## config.mk

```make
export PLATFORM = sky130hd
export DESIGN_NAME = mem_stage_flat
export DESIGN_NICKNAME = d
export VERILOG_FILES = /design/src/rtl/mem_stage_pkg.sv /design/src/rtl/mem_stage_if.sv /design/src/rtl/mem_load_align.sv /design/src/rtl/mem_stage.sv /design/src/flat_wrapper.sv
export SDC_FILE = /design/constraint.sdc
export NUM_CORES = 1
export LEC_CHECK = 0
export CAP_MARGIN = 20
export CELL_PAD_IN_SITES_DETAIL_PLACEMENT = 0
export CELL_PAD_IN_SITES_GLOBAL_PLACEMENT = 1
export CORE_ASPECT_RATIO = 0.9
export CORE_MARGIN = 5
export CORE_UTILIZATION = 37
export CTS_BUF_LIST = sky130_fd_sc_hd__clkbuf_2
export DETAILED_ROUTE_END_ITERATION = 6
export PLACE_DENSITY_LB_ADDON = 0.15
export REMOVE_ABC_BUFFERS = 1
export SYNTH_ARGS = -nofsm -noshare
export SYNTH_HDL_FRONTEND = slang
export SYNTH_SLANG_ARGS = --single-unit
```

## constraint.sdc

```tcl
create_clock -name clk -period 2.2 [get_ports clk]
set_input_delay 0.33 -clock clk [delete_from_list [all_inputs] [get_ports clk]]
set_output_delay 0.33 -clock clk [all_outputs]
set_load 0.05 [all_outputs]
```

## src/rtl/mem_stage_pkg.sv

```systemverilog
// Shared types and constants for the memory-access pipeline stage.
// Latency: n/a (declarations and pure helper functions only).
// Backpressure: n/a.
package mem_stage_pkg;

   localparam int REG_BUS = 64;

   // funct3 size codes; bit 2 selects zero-extension for loads
   localparam logic [2:0] MEM_LB  = 3'b000;
   localparam logic [2:0] MEM_LH  = 3'b001;
   localparam logic [2:0] MEM_LW  = 3'b010;
   localparam logic [2:0] MEM_LD  = 3'b011;
   localparam logic [2:0] MEM_LBU = 3'b100;
   localparam logic [2:0] MEM_LHU = 3'b101;
   localparam logic [2:0] MEM_LWU = 3'b110;

   typedef enum logic [1:0] {
      ST_IDLE = 2'b00,
      ST_REQ  = 2'b01,
      ST_DONE = 2'b10
   } state_t;

   // Natural alignment check on the low address bits; sz = funct3[1:0]
   function automatic logic addr_aligned(input logic [1:0] sz, input logic [2:0] a);
      case (sz)
         2'b00:   return 1'b1;
         2'b01:   return ~a[0];
         2'b10:   return (a[1:0] == 2'b00);
         default: return (a == 3'b000);
      endcase
   endfunction

   // Byte enables for a store of size sz placed at byte lane s
   function automatic logic [7:0] store_mask(input logic [1:0] sz, input logic [2:0] s);
      case (sz)
         2'b00:   return 8'h01 << s;
         2'b01:   return 8'h03 << s;
         2'b10:   return 8'h0F << s;
         default: return 8'hFF;
      endcase
   endfunction

endpackage

```

## src/rtl/mem_stage_if.sv

```systemverilog
// Data-memory request bus between the ME stage (master) and memory (slave).
// Latency: n/a (signal bundle only).
// Backpressure: master holds request fields stable while dmem_valid=1 until dmem_ready.
// Signals: dmem_valid/dmem_ready handshake, dmem_addr (doubleword aligned), dmem_wen,
//          dmem_wdata/dmem_wmask store lanes, dmem_rdata load doubleword (valid with ready).
interface mem_stage_if;
   import mem_stage_pkg::*;

   logic               dmem_valid;
   logic               dmem_ready;
   logic [REG_BUS-1:0] dmem_addr;
   logic               dmem_wen;
   logic [REG_BUS-1:0] dmem_wdata;
   logic [7:0]         dmem_wmask;
   logic [REG_BUS-1:0] dmem_rdata;

   modport master (
      output dmem_valid, dmem_addr, dmem_wen, dmem_wdata, dmem_wmask,
      input  dmem_ready, dmem_rdata
   );

   modport slave (
      input  dmem_valid, dmem_addr, dmem_wen, dmem_wdata, dmem_wmask,
      output dmem_ready, dmem_rdata
   );

endinterface

```

## src/rtl/mem_load_align.sv

```systemverilog
// Shifts the load doubleword down to the addressed byte and sign/zero-extends it.
// Latency: combinational.
// Backpressure: none.
// Ports: i_rdata load doubleword, i_off byte offset addr[2:0], i_op funct3, o_data result.
module mem_load_align
   import mem_stage_pkg::*;
(
   input  logic [REG_BUS-1:0] i_rdata,
   input  logic [2:0]         i_off,
   input  logic [2:0]         i_op,
   output logic [REG_BUS-1:0] o_data
);

   logic [REG_BUS-1:0] w_shifted;

   assign w_shifted = i_rdata >> {i_off, 3'b000};

   always_comb begin
      o_data = w_shifted;
      case (i_op)
         MEM_LB:  o_data = {{56{w_shifted[7]}},  w_shifted[7:0]};
         MEM_LH:  o_data = {{48{w_shifted[15]}}, w_shifted[15:0]};
         MEM_LW:  o_data = {{32{w_shifted[31]}}, w_shifted[31:0]};
         MEM_LBU: o_data = {56'd0, w_shifted[7:0]};
         MEM_LHU: o_data = {48'd0, w_shifted[15:0]};
         MEM_LWU: o_data = {32'd0, w_shifted[31:0]};
         default: o_data = w_shifted;
      endcase
   end

endmodule

```

## src/rtl/mem_stage.sv

```systemverilog
// ME pipeline stage: issues load/store on the dmem bus, aligns load data, registers ME/WB.
// Latency: non-memory op 1 cycle; memory op IDLE+REQ(>=1)+DONE, wb valid the cycle after DONE.
// Backpressure: stall_req freezes upstream while the access is issued and outstanding.
// Ports: clk/rst (async active-low), me_* instruction in ME, dmem bus master,
//        stall_req/misalign status, wb_* registered ME/WB result.
module mem_stage
   import mem_stage_pkg::*;
(
   input  logic               clk,
   input  logic               rst,
   input  logic               me_valid,
   input  logic               me_mem_read,
   input  logic               me_mem_write,
   input  logic [2:0]         me_mem_op,
   input  logic [REG_BUS-1:0] me_alu_result,
   input  logic [REG_BUS-1:0] me_rs2_data,
   input  logic               me_rd_wen,
   input  logic [4:0]         me_rd_addr,
   mem_stage_if.master        dmem,
   output logic               stall_req,
   output logic               misalign,
   output logic               wb_valid,
   output logic               wb_rd_wen,
   output logic [4:0]         wb_rd_addr,
   output logic [REG_BUS-1:0] wb_rd_data
);

   state_t             r_state;
   state_t             w_state_nxt;
   logic               w_is_mem;
   logic               w_aligned;
   logic               w_start;
   logic [5:0]         w_shamt;
   logic [REG_BUS-1:0] w_load_data;

   logic [REG_BUS-1:0] r_addr;
   logic [REG_BUS-1:0] r_wdata;
   logic [7:0]         r_wmask;
   logic               r_wen;
   logic [2:0]         r_op;
   logic [2:0]         r_off;
   logic [REG_BUS-1:0] r_load_q;

   assign w_is_mem  = me_mem_read | me_mem_write;
   assign w_aligned = addr_aligned(me_mem_op[1:0], me_alu_result[2:0]);
   assign w_shamt   = {me_alu_result[2:0], 3'b000};

   // Next state and combinational outputs
   always_comb begin
      w_state_nxt     = r_state;
      w_start         = 1'b0;
      stall_req       = 1'b0;
      misalign        = 1'b0;
      dmem.dmem_valid = 1'b0;
      case (r_state)
         ST_IDLE: begin
            if (me_valid && w_is_mem) begin
               if (w_aligned) begin
                  w_start     = 1'b1;
                  stall_req   = 1'b1;
                  w_state_nxt = ST_REQ;
               end else begin
                  // retires as a bubble through the normal ME/WB update
                  misalign    = 1'b1;
               end
            end
         end
         ST_REQ: begin
            dmem.dmem_valid = 1'b1;
            stall_req       = 1'b1;
            if (dmem.dmem_ready) begin
               w_state_nxt = ST_DONE;
            end
         end
         ST_DONE: begin
            // ME inputs still hold the finished access; it retires this cycle
            w_state_nxt = ST_IDLE;
         end
         default: begin
            w_state_nxt = ST_IDLE;
         end
      endcase
   end

   always_ff @(posedge clk or negedge rst) begin
      if (!rst) begin
         r_state <= ST_IDLE;
      end else begin
         r_state <= w_state_nxt;
      end
   end

   mem_load_align u_load_align (
      .i_rdata (dmem.dmem_rdata),
      .i_off   (r_off),
      .i_op    (r_op),
      .o_data  (w_load_data)
   );

   // Request fields are captured once at issue so they stay stable while waiting
   always_ff @(posedge clk or negedge rst) begin
      if (!rst) begin
         r_addr   <= '0;
         r_wdata  <= '0;
         r_wmask  <= '0;
         r_wen    <= 1'b0;
         r_op     <= '0;
         r_off    <= '0;
         r_load_q <= '0;
      end else begin
         if (w_start) begin
            r_addr  <= {me_alu_result[REG_BUS-1:3], 3'b000};
            r_wdata <= me_rs2_data << w_shamt;
            r_wmask <= store_mask(me_mem_op[1:0], me_alu_result[2:0]);
            r_wen   <= me_mem_write;
            r_op    <= me_mem_op;
            r_off   <= me_alu_result[2:0];
         end
         if (r_state == ST_REQ && dmem.dmem_ready) begin
            r_load_q <= w_load_data;
         end
      end
   end

   assign dmem.dmem_addr  = r_addr;
   assign dmem.dmem_wdata = r_wdata;
   assign dmem.dmem_wmask = r_wmask;
   assign dmem.dmem_wen   = r_wen;

   always_ff @(posedge clk or negedge rst) begin
      if (!rst) begin
         wb_valid   <= 1'b0;
         wb_rd_wen  <= 1'b0;
         wb_rd_addr <= '0;
         wb_rd_data <= '0;
      end else if (!stall_req) begin
         wb_valid   <= me_valid;
         wb_rd_wen  <= me_rd_wen & me_valid & ~misalign;
         wb_rd_addr <= me_rd_addr;
         wb_rd_data <= (r_state == ST_DONE && me_mem_read) ? r_load_q : me_alu_result;
      end
   end

endmodule
```

## src/flat_wrapper.sv

```systemverilog
// flat-port wrapper written by rule: the top's interface ports become plain ports
module mem_stage_flat import mem_stage_pkg::*;
  (clk, rst, me_valid, me_mem_read, me_mem_write, me_mem_op, me_alu_result, me_rs2_data, me_rd_wen, me_rd_addr, stall_req, misalign, wb_valid, wb_rd_wen, wb_rd_addr, wb_rd_data, dmem_dmem_valid, dmem_dmem_addr, dmem_dmem_wen, dmem_dmem_wdata, dmem_dmem_wmask, dmem_dmem_ready, dmem_dmem_rdata);
  mem_stage_if dmem_i ();
  input  logic clk;
  input  logic rst;
  input  logic me_valid;
  input  logic me_mem_read;
  input  logic me_mem_write;
  input  logic [2:0] me_mem_op;
  input  logic [REG_BUS-1:0] me_alu_result;
  input  logic [REG_BUS-1:0] me_rs2_data;
  input  logic me_rd_wen;
  input  logic [4:0] me_rd_addr;
  output logic stall_req;
  output logic misalign;
  output logic wb_valid;
  output logic wb_rd_wen;
  output logic [4:0] wb_rd_addr;
  output logic [REG_BUS-1:0] wb_rd_data;
  output wire logic [$bits(dmem_i.dmem_valid)-1:0] dmem_dmem_valid;
  output wire logic [$bits(dmem_i.dmem_addr)-1:0] dmem_dmem_addr;
  output wire logic [$bits(dmem_i.dmem_wen)-1:0] dmem_dmem_wen;
  output wire logic [$bits(dmem_i.dmem_wdata)-1:0] dmem_dmem_wdata;
  output wire logic [$bits(dmem_i.dmem_wmask)-1:0] dmem_dmem_wmask;
  input wire logic [$bits(dmem_i.dmem_ready)-1:0] dmem_dmem_ready;
  input wire logic [$bits(dmem_i.dmem_rdata)-1:0] dmem_dmem_rdata;
  assign dmem_dmem_valid = dmem_i.dmem_valid;
  assign dmem_dmem_addr = dmem_i.dmem_addr;
  assign dmem_dmem_wen = dmem_i.dmem_wen;
  assign dmem_dmem_wdata = dmem_i.dmem_wdata;
  assign dmem_dmem_wmask = dmem_i.dmem_wmask;
  assign dmem_i.dmem_ready = dmem_dmem_ready;
  assign dmem_i.dmem_rdata = dmem_dmem_rdata;
  mem_stage u_core (.clk(clk), .rst(rst), .me_valid(me_valid), .me_mem_read(me_mem_read), .me_mem_write(me_mem_write), .me_mem_op(me_mem_op), .me_alu_result(me_alu_result), .me_rs2_data(me_rs2_data), .me_rd_wen(me_rd_wen), .me_rd_addr(me_rd_addr), .dmem(dmem_i), .stall_req(stall_req), .misalign(misalign), .wb_valid(wb_valid), .wb_rd_wen(wb_rd_wen), .wb_rd_addr(wb_rd_addr), .wb_rd_data(wb_rd_data));
endmodule
```

==> results of run 1 <==
==> stage by stage <==
stage	power, mW	hold WS [ns]	setup TNS, ns	utilization, %	std cells
finish	22.0	0.149	-0.987	54.6	2727
global route	23.3	0.0395	-1.65	54.6	2725
global placement	18.5	0.339	-39.03	50.5	2476
CTS	22.3	0.000383	-1.37	54.7	2719
floorplan	14.1	0.0344	-610.73	-	1426
detailed placement	18.6	0.349	-47.97	50.5	2476
==> area by class of cell <==
cell class | count | area [um^2]
fill | 3693 | 18000
multi-input combinational | 1139 | 7110
sequential | 277 | 6940
timing repair buffer | 627 | 6130
tap | 532 | 666
clock buffer | 121 | 606
clock inverter | 15 | 83.8
inverter | 10 | 37.5
antenna | 6 | 15.0
==> sequential cells by signal (all words and copies together) (netlist names), 2 cells and up <==
signal,count
u_core.r_op,3
u_core.r_off,3
u_core.dmem.dmem_wdata,64
u_core.dmem.dmem_addr,61
u_core.wb_rd_addr,5
u_core.wb_rd_data,64
u_core.dmem.dmem_wmask,8
u_core.r_state,2
u_core.r_load_q,64
==> synth_stat cells (3+ instances only) <==
cell type                  count
sky130_fd_sc_hd__nand2_1     347
sky130_fd_sc_hd__dfrtp_1     277
sky130_fd_sc_hd__o21ai_0     178
sky130_fd_sc_hd__mux2i_1     160
sky130_fd_sc_hd__nor2_1       88
sky130_fd_sc_hd__a21oi_1      65
sky130_fd_sc_hd__clkbuf_1     52
sky130_fd_sc_hd__a31oi_1      47
sky130_fd_sc_hd__buf_2        43
sky130_fd_sc_hd__mux2_2       28
sky130_fd_sc_hd__o31ai_1      24
sky130_fd_sc_hd__mux4_2       20
sky130_fd_sc_hd__o21a_1       20
sky130_fd_sc_hd__buf_4        19
sky130_fd_sc_hd__o21ai_1      19
sky130_fd_sc_hd__buf_6        18
sky130_fd_sc_hd__o22a_1       18
sky130_fd_sc_hd__nor2b_1      17
sky130_fd_sc_hd__a211oi_1     16
sky130_fd_sc_hd__a311o_1      14
sky130_fd_sc_hd__nand2b_1     13
sky130_fd_sc_hd__nand3_1      12
sky130_fd_sc_hd__inv_1         7
sky130_fd_sc_hd__clkbuf_2      6
sky130_fd_sc_hd__ha_1          5
sky130_fd_sc_hd__a22oi_1       4
sky130_fd_sc_hd__and2_1        4
sky130_fd_sc_hd__nor3_1        4
sky130_fd_sc_hd__o211ai_1      4
sky130_fd_sc_hd__a32oi_1       3
sky130_fd_sc_hd__mux2_1        3
==> cell families (layout without fill, tap and decap cells) <==
logic type,count (synthesis),after routing,synth area share [%]
buffers and inverters,149,773,5.58
multiplexers,211,211,16.2
adder cells (fa/ha/maj),5,5,0.422
other,1,9,0.0253
AO/OA/AOI/OAI,427,427,17.5
flip-flops,277,277,46.8
AND/OR/NAND/NOR,493,493,13.5
==> worst min-delay path by stage <==
stage                              startpoint                          to  slack [ns]  cells after the start
after floorplan                           rst   u_core.dmem.dmem_addr[10]        0.03                      0
after global placement                    rst  u_core.dmem.dmem_wdata[63]        0.34                      1
after detailed placement                  rst  u_core.dmem.dmem_wdata[55]        0.35                      1
after CTS                 dmem_dmem_rdata[57]         u_core.r_load_q[57]      0.0004                      3
after global routing      dmem_dmem_rdata[57]         u_core.r_load_q[57]        0.04                      3
final                     dmem_dmem_rdata[57]         u_core.r_load_q[57]        0.15                      3
==> worst reg2reg max path, stage by stage, from the launching register on <==
cell                       delay [ns]
sky130_fd_sc_hd__dfrtp_4         0.51
sky130_fd_sc_hd__mux4_2          0.53
sky130_fd_sc_hd__a32oi_1         0.25
sky130_fd_sc_hd__or3_1           0.25
sky130_fd_sc_hd__o211ai_4        0.19
sky130_fd_sc_hd__o22a_1          0.22
==> metal layers <==
metal,track usage (%),vias up
li1,-,6688
met1,33.9,6903
met2,39.7,487
met3,6.54,75
met4,6.55,6
met5,0,-
==> power breakdown <==
group / switching [mW] / leakage [nW] / internal, mW
Clock: 2.30 / 0.544 / 1.55
Combinational: 6.79 / 6.16 / 3.64
Sequential: 1.10 / 3.37 / 6.65
Total: 10.2 / 10.1 / 11.8
==> repair_timing <==
item | CTS | global route
hold buffers | 94 | 0
cloned | 1 | 0
buffers inserted | 12 | 2
pin swaps | 1 | 0
endpoints found under the setup margin | 208 | 60
endpoints found under the hold margin | 449 | 0
gates resized for setup | 747 | 34
==> run summary, run 1 <==
Relative to the synthesized area, the layout overhead comes to 45.6%. The final period demand of the worst path is 2.59 ns, and the largest net degree at the start of global routing is 70. The tools report the category of the worst setup path launch point as a flip-flop. The largest voltage drop on the vdd net was 0.608 mV.

The delay contributed by the slowest stage of the critical path is 0.41 ns, and the via count of the first global-routing pass is 14400. The area of placed instances came out at 20000 um^2. Across every metal layer, demand over resource in global routing totals 24.8%. Synthesis inferred 277 register bits.

The most critical setup path has its endpoint at stall_req. The largest total area in the synthesized netlist belongs to sky130_fd_sc_hd__dfrtp_1. The number of max-capacitance violations reported was 0. The worst setup path is of the flip-flop to primary output kind. The die boundary height was 200 um; the async set-or-reset flop fraction in the synthesized netlist was 100%. Most common library cell in the layout ignoring fill and taps: sky130_fd_sc_hd__nand2_1.

The number of cells on the worst reg-to-reg path is 5. The tools report the post-route DRC violation count as 0. On the critical path the largest part of the delay comes from buffers and inverters. The flow ran to the end, but the final reports show violations. H-tree level count: 3. Dominant register cell in the synthesized netlist: sky130_fd_sc_hd__dfrtp_1. For the number of endpoints with negative hold slack in the final report, the log shows 0. Setup repair after global routing could not meet its margin everywhere. In the final routing, the length of wire on met1 measures 25300 um.

The tools report the gate count after technology mapping as 1563. The number of placed I/O pins was 418. The initialized floorplan defines 69 standard-cell rows. Global routing finished with a remaining overflow of 0.

For this run, the number of Yosys warnings is 0. Count of flip-flops with a built-in enable after synthesis: 0. The first global-routing pass estimated 87000 um of wire.

The largest fanout on the critical path is 2. The transition time of the tightest slew-check pin was 0.541 ns. For this design the ratio of total power to cell area is 1020 nW/um^2. In the final layout, the share of cells above drive strength 1 is 23.8%. After clock tree synthesis, the clock-pin slew on the worst setup and hold paths is 0.08 ns. The run gives 0.95 ns as the worst-skew pair later-pin latency. The cell with the most instances on the worst path is sky130_fd_sc_hd__buf_12. The chip width works out to 221 um. By area the synthesized netlist is led by sky130_fd_sc_hd__dfrtp_1 (47%), sky130_fd_sc_hd__mux2i_1 (11%), sky130_fd_sc_hd__nand2_1 (8.8%). For the HPWL after detailed placement, the log shows 39900 um. The detailed router used layers up to and including met5.

The tools report the count of nets after finishing as 2346. The region available for standard cell placement spans 39500 um^2. The logs give 277 for the number of sinks driven by the clock tree and 46.8% for the post-synthesis sequential area ratio. In the finished design, the share of the clock period the worst path needs comes to 118%. In this run the deepest clock path goes through 3 buffers.

The total buffers and inverters traversed by the critical path is 3, and the worst setup margin is -0.386 ns. The share of synthesized area in the top cell type comes to 46.8%. For this design the static power due to leakage is 10.1 nW. The run gives 14800 um^2 as the combined area of all synthesized cells. Once detail routing completed, the nets flagged for antenna violations numbered 0.

Met3 wire length: 3520 um. Measured against its own limit, the worst slew margin works out to 63.9%. The logs give 8 for the number of antenna violations at the first check in global routing and 56100 um for the final routed wirelength across all metal layers. The endpoint identified for the worst register-to-register timing path is u_core.r_load_q[39].

The type of element capturing the critical path is a primary output. The run gives 0.12 ns as the worst setup slack for register-to-register paths. The start point of the critical path is u_core.r_state[1]. Required time of the critical path: 1.87 ns. Before CTS, the worst setup slack after placement is -0.292 ns. The setup-violating endpoint count in the final report was 5; the total stage count of the critical path was 6. On the final layout, the worst clock skew is 0.0482 ns.

In the detailed route, the total length drawn on met2 is 26200 um. The die covers 44200 um^2. Library cell contributing the largest single delay on the critical path: sky130_fd_sc_hd__dfrtp_1. Dividing the detail-routed wire length by the instance count gives 20.6 um. The first TritonRoute pass finished after 5 iterations.

The peak clock frequency supported by timing was 387 MHz; the number of distinct library cells after synthesis was 53. The buffer cell driving the clock tree root was sky130_fd_sc_hd__clkbuf_2. TritonCTS built the clock tree.

For the clock buffer count from CTS, the log shows 79. The final non-filler cell area is 21600 um^2, and the arrival time reported for the critical path endpoint is 2.26 ns. Summing over every cut layer, the via total after detailed routing is 14200.

The library cells used most frequently in the layout, excluding fill and tap cells, are sky130_fd_sc_hd__nand2_1 (345), sky130_fd_sc_hd__dfrtp_1 (275), sky130_fd_sc_hd__clkdlybuf4s50_1 (203). The tools report the number of pins exceeding their max-slew limit in the final report as 0. Once the floorplan was initialized, standard cells occupied 37.5% of the core. The detailed router finished its first iteration with 988 violations. In this run the mean area of a mapped cell was 9.48 um^2. The quantity of I/O buffers inserted on ports came out at 414. The post-detailed-route via-to-cell ratio is 5.19.

The reg-to-reg critical path startpoint is u_core.r_off[0]. The final reports fail on negative setup slack. Walking the worst path, the cells encountered are nor4b_2 -> buf_4 -> o211ai_4 -> nand2b_4 -> buf_12 -> buf_12. The type of the tightest min-delay check is input port to flip-flop. The congestion estimate from routability-driven global placement came to 0.893.
Power figures use the tool's default switching activity.
==> run 2, diff against run 1 <==
SLEW_MARGIN = 40   (was unset)
==> results of run 2 <==
No change in the layout: final DEF, timing and power equal those of run 1.
